## src/rtl/mem_ctrl.sv

```systemverilog
// Byte-serial owner of the RAM/IO port: latches fetch, load and store
// requests, arbitrates store > load > fetch, assembles little-endian data.
module mem_ctrl #(
  parameter logic [31:0] IO_BASE = 32'h30000
) (
  input  logic        clk,
  input  logic        rst,
  input  logic        rdy,
  input  logic        in_fetcher_ce,
  input  logic [31:0] in_fetcher_addr,
  output logic        out_fetcher_ce,
  output logic [31:0] out_fetcher_data,
  input  logic        in_lsb_ce,
  input  logic [5:0]  in_lsb_size,
  input  logic        in_lsb_signed,
  input  logic [31:0] in_lsb_address,
  output logic        out_lsb_ce,
  output logic [31:0] out_lsb_data,
  input  logic        in_rob_ce,
  input  logic [5:0]  in_rob_size,
  input  logic [31:0] in_rob_address,
  input  logic [31:0] in_rob_data,
  output logic        out_rob_ce,
  input  logic        in_rob_misbranch,
  input  logic        in_io_buffer_full,
  input  logic [7:0]  in_ram_din,
  output logic [7:0]  out_ram_dout,
  output logic [31:0] out_ram_a,
  output logic        out_ram_wr
);

  typedef enum logic [1:0] {IDLE, READ, WRITE} state_t;

  state_t      state_q, state_d;
  logic [2:0]  k_q, k_d;
  logic [2:0]  n_q, n_d;
  logic [31:0] base_q, base_d;
  logic        cur_f_q, cur_f_d;
  logic        pend_f_q, pend_f_d;
  logic        pend_l_q, pend_l_d;
  logic        pend_s_q, pend_s_d;
  logic [31:0] f_addr_q, f_addr_d;
  logic [31:0] l_addr_q, l_addr_d;
  logic [2:0]  l_size_q, l_size_d;
  logic        l_sgn_q, l_sgn_d;
  logic [31:0] s_addr_q, s_addr_d;
  logic [2:0]  s_size_q, s_size_d;
  logic [31:0] s_data_q, s_data_d;
  logic [31:0] rbuf_q, rbuf_d;
  logic        fce_d, lce_d, rce_d;
  logic [31:0] fdata_d, ldata_d;
  logic [31:0] asm_w, ext_w;
  logic        grant_s, grant_l, grant_f;
  logic        unused_size;

  assign unused_size = ^{in_lsb_size[5:3], in_rob_size[5:3]};

  always_ff @(posedge clk or posedge rst) begin
    if (rst) begin
      state_q          <= IDLE;
      k_q              <= '0;
      n_q              <= '0;
      base_q           <= '0;
      cur_f_q          <= 1'b0;
      pend_f_q         <= 1'b0;
      pend_l_q         <= 1'b0;
      pend_s_q         <= 1'b0;
      f_addr_q         <= '0;
      l_addr_q         <= '0;
      l_size_q         <= '0;
      l_sgn_q          <= 1'b0;
      s_addr_q         <= '0;
      s_size_q         <= '0;
      s_data_q         <= '0;
      rbuf_q           <= '0;
      out_fetcher_ce   <= 1'b0;
      out_lsb_ce       <= 1'b0;
      out_rob_ce       <= 1'b0;
      out_fetcher_data <= '0;
      out_lsb_data     <= '0;
    end else begin
      state_q          <= state_d;
      k_q              <= k_d;
      n_q              <= n_d;
      base_q           <= base_d;
      cur_f_q          <= cur_f_d;
      pend_f_q         <= pend_f_d;
      pend_l_q         <= pend_l_d;
      pend_s_q         <= pend_s_d;
      f_addr_q         <= f_addr_d;
      l_addr_q         <= l_addr_d;
      l_size_q         <= l_size_d;
      l_sgn_q          <= l_sgn_d;
      s_addr_q         <= s_addr_d;
      s_size_q         <= s_size_d;
      s_data_q         <= s_data_d;
      rbuf_q           <= rbuf_d;
      out_fetcher_ce   <= fce_d;
      out_lsb_ce       <= lce_d;
      out_rob_ce       <= rce_d;
      out_fetcher_data <= fdata_d;
      out_lsb_data     <= ldata_d;
    end
  end

  always_comb begin
    state_d  = state_q;
    k_d      = k_q;
    n_d      = n_q;
    base_d   = base_q;
    cur_f_d  = cur_f_q;
    pend_f_d = pend_f_q;
    pend_l_d = pend_l_q;
    pend_s_d = pend_s_q;
    f_addr_d = f_addr_q;
    l_addr_d = l_addr_q;
    l_size_d = l_size_q;
    l_sgn_d  = l_sgn_q;
    s_addr_d = s_addr_q;
    s_size_d = s_size_q;
    s_data_d = s_data_q;
    rbuf_d   = rbuf_q;
    fce_d    = 1'b0;
    lce_d    = 1'b0;
    rce_d    = 1'b0;
    fdata_d  = out_fetcher_data;
    ldata_d  = out_lsb_data;
    out_ram_a    = '0;
    out_ram_dout = '0;
    out_ram_wr   = 1'b0;

    asm_w = rbuf_q;
    asm_w[{k_q[1:0], 3'b000} +: 8] = in_ram_din;
    ext_w = asm_w;
    if (n_q == 3'd1)
      ext_w = {{24{l_sgn_q & asm_w[7]}}, asm_w[7:0]};
    else if (n_q == 3'd2)
      ext_w = {{16{l_sgn_q & asm_w[15]}}, asm_w[15:0]};

    grant_s = pend_s_q &&
              !((s_addr_q >= IO_BASE) && in_io_buffer_full);
    grant_l = pend_l_q && !in_rob_misbranch;
    grant_f = pend_f_q && !in_rob_misbranch;

    if (rdy) begin
      unique case (state_q)
        IDLE: begin
          if (grant_s) begin
            state_d      = WRITE;
            base_d       = s_addr_q;
            n_d          = s_size_q;
            k_d          = 3'd1;
            out_ram_a    = s_addr_q;
            out_ram_dout = s_data_q[7:0];
            out_ram_wr   = 1'b1;
          end else if (grant_l) begin
            state_d   = READ;
            base_d    = l_addr_q;
            n_d       = l_size_q;
            cur_f_d   = 1'b0;
            k_d       = 3'd0;
            out_ram_a = l_addr_q;
          end else if (grant_f) begin
            state_d   = READ;
            base_d    = f_addr_q;
            n_d       = 3'd4;
            cur_f_d   = 1'b1;
            k_d       = 3'd0;
            out_ram_a = f_addr_q;
          end
        end
        READ: begin
          // address for the byte that arrives after the coming capture
          out_ram_a = base_q + 32'(k_q) + 32'd1;
          if (in_rob_misbranch) begin
            state_d = IDLE;
          end else begin
            rbuf_d = asm_w;
            k_d    = k_q + 3'd1;
            if (k_q + 3'd1 == n_q) begin
              state_d = IDLE;
              if (cur_f_q) begin
                fce_d    = 1'b1;
                fdata_d  = asm_w;
                pend_f_d = 1'b0;
              end else begin
                lce_d    = 1'b1;
                ldata_d  = ext_w;
                pend_l_d = 1'b0;
              end
            end
          end
        end
        WRITE: begin
          if (k_q == n_q) begin
            state_d  = IDLE;
            rce_d    = 1'b1;
            pend_s_d = 1'b0;
          end else begin
            out_ram_a    = base_q + 32'(k_q);
            out_ram_dout = s_data_q[{k_q[1:0], 3'b000} +: 8];
            out_ram_wr   = 1'b1;
            k_d          = k_q + 3'd1;
          end
        end
        default: state_d = IDLE;
      endcase

      if (in_rob_misbranch) begin
        pend_f_d = 1'b0;
        pend_l_d = 1'b0;
      end
      if (in_rob_ce) begin
        pend_s_d = 1'b1;
        s_addr_d = in_rob_address;
        s_size_d = in_rob_size[2:0];
        s_data_d = in_rob_data;
      end
      if (in_lsb_ce && !in_rob_misbranch) begin
        pend_l_d = 1'b1;
        l_addr_d = in_lsb_address;
        l_size_d = in_lsb_size[2:0];
        l_sgn_d  = in_lsb_signed;
      end
      if (in_fetcher_ce && !in_rob_misbranch) begin
        pend_f_d = 1'b1;
        f_addr_d = in_fetcher_addr;
      end
    end else if (state_q != IDLE) begin
      // frozen: hold the oldest byte not yet captured or written
      out_ram_a = base_q + 32'(k_q);
    end
  end

endmodule
```

## config.mk

```make
export PLATFORM = sky130hd
export DESIGN_NAME = mem_ctrl
export DESIGN_NICKNAME = d
export VERILOG_FILES = /design/src/rtl/mem_ctrl.sv
export SDC_FILE = /design/constraint.sdc
export NUM_CORES = 1
export LEC_CHECK = 0
export CORE_AREA = 2 2 162 164
export CTS_CLUSTER_DIAMETER = 30
export DETAILED_ROUTE_END_ITERATION = 12
export DIE_AREA = 0 0 164 166
export DONT_BUFFER_PORTS = 1
export PLACE_DENSITY = 0.75
export SLEW_MARGIN = 20
export SYNTH_ARGS = -nofsm -noshare
export SYNTH_HDL_FRONTEND = slang
export SYNTH_SLANG_ARGS = --single-unit
```

## constraint.sdc

```tcl
create_clock -name clk -period 24.1 [get_ports clk]
set_input_delay 4.82 -clock clk [delete_from_list [all_inputs] [get_ports clk]]
set_output_delay 4.82 -clock clk [all_outputs]
set_load 0.01 [all_outputs]
```

# ---- Word-level counts from Yosys, hierarchy flattened
# Index checks and enable logic that the tools add are counted.
dict set report op_classes {
  addsub 4
  n_reduce_logical 33
  n_bitwise 5
  div_mod_pow 0
  shifts 3
  mux 65
  multipliers 0
  magnitude_cmp 1
  eq_ne 12
}
# operator n
set op_table {}
lappend op_table {{$mux 32} 11}
lappend op_table {{$pmux 32 s3} 1}
lappend op_table {{$add 32x1->32 const B} 1}
lappend op_table {{$add 32x3->32} 1}
lappend op_table {{$bwmux 32} 1}
lappend op_table {{$ge 32x18->1 const B} 1}
lappend op_table {{$shift 8x7->32 const A} 1}
lappend op_table {{$shiftx 32x6->8} 1}
lappend op_table {{$shiftx 8x7->32} 1}
lappend op_table {{$mux 1} 31}
lappend op_table {{$mux 3} 8}
lappend op_table {{$mux 8} 3}
lappend op_table {{$reduce_bool 3->1} 7}
lappend op_table {{$pmux 8 s2} 1}
lappend op_table {{$reduce_and 4->1} 4}
lappend op_table {{$reduce_and 5->1} 3}
lappend op_table {{$mux 2} 6}
lappend op_table {{$pmux 3 s3} 1}
lappend op_table {{$reduce_and 3->1} 3}
lappend op_table {{$reduce_bool 2->1} 4}
lappend op_table {{$neg 5->7} 1}
lappend op_table {{$eq 3x3->1} 2}
lappend op_table {{$logic_and 1x1->1} 6}
lappend op_table {{$ne 2x2->1 const B} 3}
lappend op_table {{15 further kinds} 21}
dict set report totals {
  elab_cells 144
  latch_bits 0
  register_bits 278
  mem_bits_rw 0
  mem_count 0
  romBits 0
  output_inout_bits 108
}

# ---- Longest topological paths before layout
# Gate-level depths: netlist of the first run.
dict set report logic_depth {
  depth_word 7
  depth_mapped 13
  mapped_depth_nobuf 12
}

# ---- Least setup slack after synthesis of the first run
# No wires, ideal clock.
dict set report synth_path {
  path_kind {input to output}
  start {in in_rob_misbranch}
  end {out out_ram_a[4]}
  path_buffers 4
  arrival_time_ps 6830
  path_slack_ps 12450
  cell_stages 9
  path_cell_list {clkbuf_1 nor2b_1 clkbuf_1 clkbuf_1 clkbuf_1 nand2_1 a31oi_1 a32oi_1 o22ai_1}
}
dict set report synth_via {
  elab_chain_cells 7
  elab_cells_between_ends 8
}
# item line_no
set synth_lines {}
lappend synth_lines {{start, declared} 24} ;# input logic in_rob_misbranch,
lappend synth_lines {{$logic_not 1->1 (*)} {142, 143}}
lappend synth_lines {{$logic_and 1x1->1} 143} ;# grant_f = pend_f_q && !in_rob_misbranch;
lappend synth_lines {{$mux 32} 163} ;# end else if (grant_f) begin
lappend synth_lines {{$mux 32 (*)} 156} ;# end else if (grant_l) begin
lappend synth_lines {{$mux 32 (*)} 148} ;# if (grant_s) begin
lappend synth_lines {{$pmux 32 s3 (*)} 146} ;# unique case (state_q)
lappend synth_lines {{$mux 32 (*)} 145} ;# if (rdy) begin
lappend synth_lines {{end, declared} 28} ;# output logic [31:0] out_ram_a,
# Mark *: on every way between the ends. The rest lies on a longest branch, timed or not.

# ---- Worst setup path after layout of the first run
dict set report layout_path {
  start {in in_rob_misbranch}
  end {out out_ram_a[9]}
}
# Same word-level chain as after synthesis.

==> flow_metrics.tcl, run 1 <==
set metrics [dict create \
    min_path_type "register to register" \
    vias 11938 \
    hold_viol 0 \
    outcome "finished, final reports clean" \
    grt_overflow 0 \
    synth.avg_cell_area_um2 10.14 \
    regArea_um2 6957 \
    rows 59 \
    grt_setup_unrepaired "false" \
    synth_edf_count 0 \
    ys_seq_area_share_pct 46.39 \
    drt_iter0_drc 1281 \
    cp-startpoint "in_rob_misbranch" \
    antenna_found_initial 7 \
    io_pins 265 \
    setup_ws_ps 12370 \
    ir_worst_vdd_uv 95.60 \
    syn_inst 1479 \
    critPathRequiredTime_ps 19280 \
    path_clk_slew_ps 50 \
    dieHeight_um 166 \
    syn_to_final_growth_pct 14.31 \
    report.final.slew_viol_count 0 \
    gp_routability_congestion 0.9473 \
    synth-simple-area-share_pct 14.51 \
    synth_mux_area_share_pct 13.97 \
    crit_path_max_fanout 52 \
    r2r_end "out_lsb_data[24]$_DFFE_PP0P_" \
    dpl.hpwl_mm 30.32 \
    max_slew_margin_pct 35.68 \
    die_area_um2 27220 \
    synth_fp_nets 1651 \
    fin_tns_setup_ps 0 \
    cts_resized 0 \
    dp_slack_ps 12440 \
    gr-usage-all-layers_pct 31.92 \
    critPathLaunchType "primary input" \
    period_share_pct 48.65 \
    grt_max_degree 136 \
    regToRegStartpoint "k_q[1]$_DFFE_PP0P_" \
    grt_pass1_vias 11529 \
    synth_compound_area_share_pct 16.78 \
    worstSetupEndpoint "out_ram_a[9]" \
    core_area_um2 25620 \
    clk_latency_ps 560 \
    cts.sinks 278 \
    drive_gt1_share_pct 20.75 \
    max_stage_delay_ps 540 \
    synthAdderAreaFrac_pct 1.302 \
    wl_per_cell_um 23.78 \
    final_core_util_pct 66.92 \
    synth-main-ff-cell "dfrtp_1" \
    setup_violations 0 \
    p_total_mw 2.179 \
    final_antenna_net_count 0 \
    cts_buffers 53 \
    grt_pass1_wl_mm 67.28 \
    cts_root_buf "clkbuf_16" \
    die_w_um 164 \
    synth_top_family_by_area "compound AO/OA/AOI/OAI gates" \
    htreeDepth 2 \
    cts_tree "built" \
    start_util_pct 58.54 \
    synth_xor_area_share_pct 3.746 \
    port_buffers 0 \
    num-fill-cells 1912 \
    endpoint_kind "primary output" \
    critPathSlowestCell "buf_4" \
    drt_first_pass_iters 6 \
    hold_buffers 0 \
    maxCapViolCount 0 \
    via_per_inst 6.502 \
    max_freq_ghz 0.08528 \
    syn_area_um2 15000 \
    post_cts_buffers 0 \
    reg2regPathDepth 9 \
    async_reset_ff_share_pct 100.0 \
    reg2reg_slack_ps 20130 \
    multiInputGateArea_um2 7587 \
    power_density_nw_per_um2 127.1 \
    synth-seq-cells 278 \
    cts_buffer_depth 3 \
    worstPathCellList "nor2b_4 > buf_4 > mux2i_1 > o21ai_0 > a32o_1 > a21oi_1 > o22ai_1" \
    final_nets 1627 \
    period_needed_ps 11730 \
    wirelength_mm 43.66 \
    tightest_slew_ps 957.4 \
    ys_types 85 \
    path_class "primary input to primary output" \
    skew_ps 18.05 \
    yosys_warnings 0 \
    arrival_ps 6910 \
    p_leak_nw 7.152 \
    post-route-drc-count 0 \
]
-- registers in the layout, summed over array words and instances (netlist names), 2 cells and up --
register	flops
base_q	32
f_addr_q	32
k_q	3
l_addr_q	32
l_size_q	3
n_q	3
out_fetcher_data	32
out_lsb_data	32
rbuf_q	32
s_addr_q	32
s_data_q	32
s_size_q	3
state_q	2
-- cell type report --
type	instances	share of cell area [%]
timing repair buffer	18	0.7883
tap	335	2.445
sequential	278	40.58
clock buffer	62	8.350
inverter	18	0.4380
antenna	2	0.02920
clock inverter	37	3.102
multi-input combinational	1086	44.26
-- cells in the final DEF (no fill, tap or decap), types with 6 or more instances in the layout --
cell type	n
a211oi_1	7
a21oi_1	112
a22o_1	23
a22oi_1	14
a31oi_1	11
a32o_1	6
a32oi_1	10
and3_1	12
buf_4	18
bufinv_16	10
clkbuf_16	54
clkinv_2	6
clkinv_4	7
dfrtp_1	278
ha_1	14
inv_1	16
inv_6	10
mux2_2	154
mux2i_1	18
mux4_2	8
nand2_1	177
nand2b_1	8
nand3_1	23
nand4_1	10
nor2_1	96
nor2b_1	39
nor3_1	19
nor4_1	8
o211ai_1	9
o21a_1	7
o21ai_0	112
o221ai_1	6
o22a_1	7
o22ai_1	13
o31ai_1	9
xnor2_1	30
xor2_1	26
-- per-stage QoR --
step                hold slack (ps)  instances  area (um2)
floorplan                     442.2       1479       15000
global placement              454.1       1735       15170
detailed placement            463.9       1735       15170
CTS                           474.9       1834       17130
global route                  492.9       1835       17140
finish                        469.9       1836       17140
-- per-layer routing --
layer	GRT usage [%]	part of all wire (%)
met1	45.90	42
met2	46.69	44
met3	9.840	10
met4	9.611	2.7
met5	0	0.16
-- synth_stat cells, types with 5 or more instances --
library cell,n,area (um2)
a31oi_1,11,68.82
nor2_1,96,360.4
buf_2,8,40.04
and3_1,12,75.07
o31ai_1,9,67.56
nor3_1,19,95.09
a211oi_1,7,52.55
buf_1,12,45.04
a32oi_1,10,87.58
nand2_1,179,671.9
a22o_1,23,201.4
o21a_1,7,52.55
o211ai_1,9,67.56
clkbuf_1,67,251.5
o21ai_0,112,560.5
nand2b_1,8,50.05
inv_1,17,63.81
nand4b_1,5,43.79
o221ai_1,6,52.55
buf_6,5,56.30
mux2i_1,18,180.2
a22oi_1,14,105.1
a21oi_1,112,560.5
mux4_2,8,180.2
nor2b_1,41,256.5
xor2_1,26,227.7
nor4_1,9,56.30
mux2_2,154,1734
nand3_1,23,115.1
xnor2_1,30,262.8
ha_1,14,175.2
nand4_1,10,62.56
a32o_1,6,60.06
o22ai_1,13,81.33
o22a_1,7,61.31
dfrtp_1,278,6957
-- where the power goes --
group	switching, mW	internal (mW)	leakage [nW]
registers	0.134	0.577	3.48
logic	0.414	0.255	2.72
clock network	0.261	0.537	0.956
-- logic make-up (layout without fill, tap and decap cells) --
family | after synthesis | after routing
AO/OA/AOI/OAI | 389 | 389
buffers and inverters | 115 | 135
AND/OR/NAND/NOR | 443 | 443
XOR/XNOR | 59 | 59
other | 0 | 2
adder cells (fa/ha/maj) | 15 | 15
multiplexers | 180 | 180
flip-flops | 278 | 278
-- critical path: cells and delay by family --
kind	cells	cell delay (ps)
compound gates	4	1250
buf+inv	1	540
mux	1	150
simple gates	1	100
-- worst min-delay path by stage --
stage                                      start                     end  slack [ps]  depth (start not counted)
final                     rbuf_q[12]$_DFFE_PP0P_  rbuf_q[12]$_DFFE_PP0P_         470                          2
after global routing       rbuf_q[7]$_DFFE_PP0P_   rbuf_q[7]$_DFFE_PP0P_         490                          2
after CTS                  rbuf_q[7]$_DFFE_PP0P_   rbuf_q[7]$_DFFE_PP0P_         470                          2
after detailed placement   rbuf_q[7]$_DFFE_PP0P_   rbuf_q[7]$_DFFE_PP0P_         460                          2
after global placement     rbuf_q[7]$_DFFE_PP0P_   rbuf_q[7]$_DFFE_PP0P_         450                          2
after floorplan           rbuf_q[10]$_DFFE_PP0P_  rbuf_q[10]$_DFFE_PP0P_         440                          2
(Power assumes the default switching activity.)
==> run 2: changes to the inputs <==
==> constraint.sdc (replaced) <==
create_clock -name clk -period 11.9 [get_ports clk]
set_input_delay 2.38 -clock clk [delete_from_list [all_inputs] [get_ports clk]]
set_output_delay 2.38 -clock clk [all_outputs]
set_load 0.01 [all_outputs]
==> run 2 against run 1 <==
- sequential share of layout area down 0.27 points
- worst hold slack improved by 1.0 ps
- total power increased by 110%
- critical endpoint is now out_ram_a[28]
- routed wire length is 1.2% higher
==> flow_metrics.tcl, run 2 (synthesized netlist as in run 1, its figures left out) <==
set metrics [dict create \
    pwr-share-clk_pct 37.9 \
    antenna_found_initial 6 \
    combPwrFrac_pct 29.9 \
    cts_resized 0 \
    final_antenna_net_count 0 \
    cts_root_buf "clkbuf_16" \
    vias 12055 \
    cts_buffers 57 \
    cts.sinks 278 \
    maxCapViolCount 0 \
    hold_viol 0 \
    arrival_ps 5720 \
    skew_ps 43.75 \
    cp-startpoint "k_q[0]$_DFFE_PP0P_" \
    drive_gt1_share_pct 20.86 \
    final_nets 1629 \
    hold_buffers 0 \
    endpoint_kind "primary output" \
    layout_commonest_cell "dfrtp_1" \
    period_needed_ps 8101 \
    max_slew_margin_pct 25.69 \
    gr-usage-all-layers_pct 32.53 \
    grt_max_degree 117 \
    multiInputGateArea_um2 7587 \
    grt_setup_unrepaired "false" \
    start_util_pct 58.54 \
    htreeDepth 2 \
    p_leak_nw 7.206 \
    crit_path_max_fanout 18 \
    cts_tree "built" \
    clk_latency_ps 580 \
    path_clk_slew_ps 50 \
    p_switching_mw 1.645 \
    cts_buffer_depth 3 \
    path_class "register to primary output" \
    wl_per_cell_um 24.00 \
    power_density_nw_per_um2 261.0 \
    num-fill-cells 1918 \
    min_path_type "register to register" \
    grt_pass1_wl_mm 68.99 \
    port_buffers 0 \
    final_cell_mix "dfrtp_1, nand2_1, mux2_2" \
    regArea_um2 6957 \
    rows 59 \
    switching_share_pct 36.52 \
    wirelength_mm 44.18 \
    report.final.slew_viol_count 0 \
    core_area_um2 25620 \
    regToRegStartpoint "k_q[0]$_DFFE_PP0P_" \
    hp-start "rbuf_q[9]$_DFFE_PP0P_" \
    tightest_slew_ps 1111 \
    dpl.hpwl_mm 30.34 \
    final_core_util_pct 67.37 \
    syn_to_final_growth_pct 15.09 \
    internal_power_mw 2.860 \
    setup_violations 0 \
    outcome "finished, final reports clean" \
    via_per_inst 6.548 \
    gp_routability_congestion 0.9432 \
    drt_first_pass_iters 5 \
    post_cts_buffers 0 \
    die_w_um 164 \
    io_pins 265 \
    period_share_pct 68.07 \
    critPathLaunchType "register" \
    critPathRequiredTime_ps 9520 \
    grt_overflow 0 \
    post-route-drc-count 0 \
    whs_ps 470.9 \
    drt_iter0_drc 1363 \
    max_freq_ghz 0.1234 \
    fin_tns_setup_ps 0 \
    grt_pass1_vias 11950 \
    ir_worst_vdd_uv 163.8 \
    dieHeight_um 166 \
    power_frac_seq_pct 32.2 \
    die_area_um2 27220 \
]
## run 2: final timing paths
check,to,slack [ps],depth (start not counted)
min,rbuf_q[9]$_DFFE_PP0P_,470,2
max reg2reg,out_lsb_data[20]$_DFFE_PP0P_,7880,9
min reg2reg,rbuf_q[9]$_DFFE_PP0P_,470,2
max,out_ram_a[28],3800,11
min in group asynchronous,s_data_q[9]$_DFFE_PP0P_,1770,1
max in group asynchronous,f_addr_q[25]$_DFFE_PP0P_,8510,2
## run 2: routing by layer
metal  track usage (%)  wire, um  up-vias
li1                  -         -     5340
met1             46.06     18120     5926
met2             47.88     19740      675
met3             10.21      5089      108
met4             10.49      1186        6
met5                 0        40        -
## run 2: through the flow
stage	setup WS, ps	cells	cell area [um2]	power, mW
floorplan	1855	1479	15000	2.405
global placement	4414	1733	15150	2.722
detailed placement	4410	1733	15150	2.762
CTS	3820	1840	17250	4.487
global route	3503	1841	17260	4.715
finish	3799	1841	17260	4.505
## run 2: worst max-delay path, stage by stage (launching register included)
cell and delay (ps):
dfrtp_1 930, ha_1 370, inv_1 80, fa_1 480, nor2b_1 560, o2111ai_4 290
or4_1 500, a22oi_1 320, nand4bb_1 430, nor4_1 420, xor2_1 110, o21ai_0 640
## run 2: area by class of cell
cell class	instances	share of cell area (%)
sequential	278	40.31
tap	335	2.429
clock buffer	69	8.874
antenna	1	0.01450
inverter	18	0.4350
timing repair buffer	16	0.7178
multi-input combinational	1086	43.96
clock inverter	38	3.255
## run 2: power groups by stage
stage,Combinational [mW],Clock (mW),Sequential [mW]
after floorplan,1.07,0,1.33
after global placement,1.28,0,1.44
after detailed placement,1.31,0,1.45
after CTS,1.32,1.72,1.44
after global routing,1.46,1.78,1.48
final,1.35,1.71,1.45
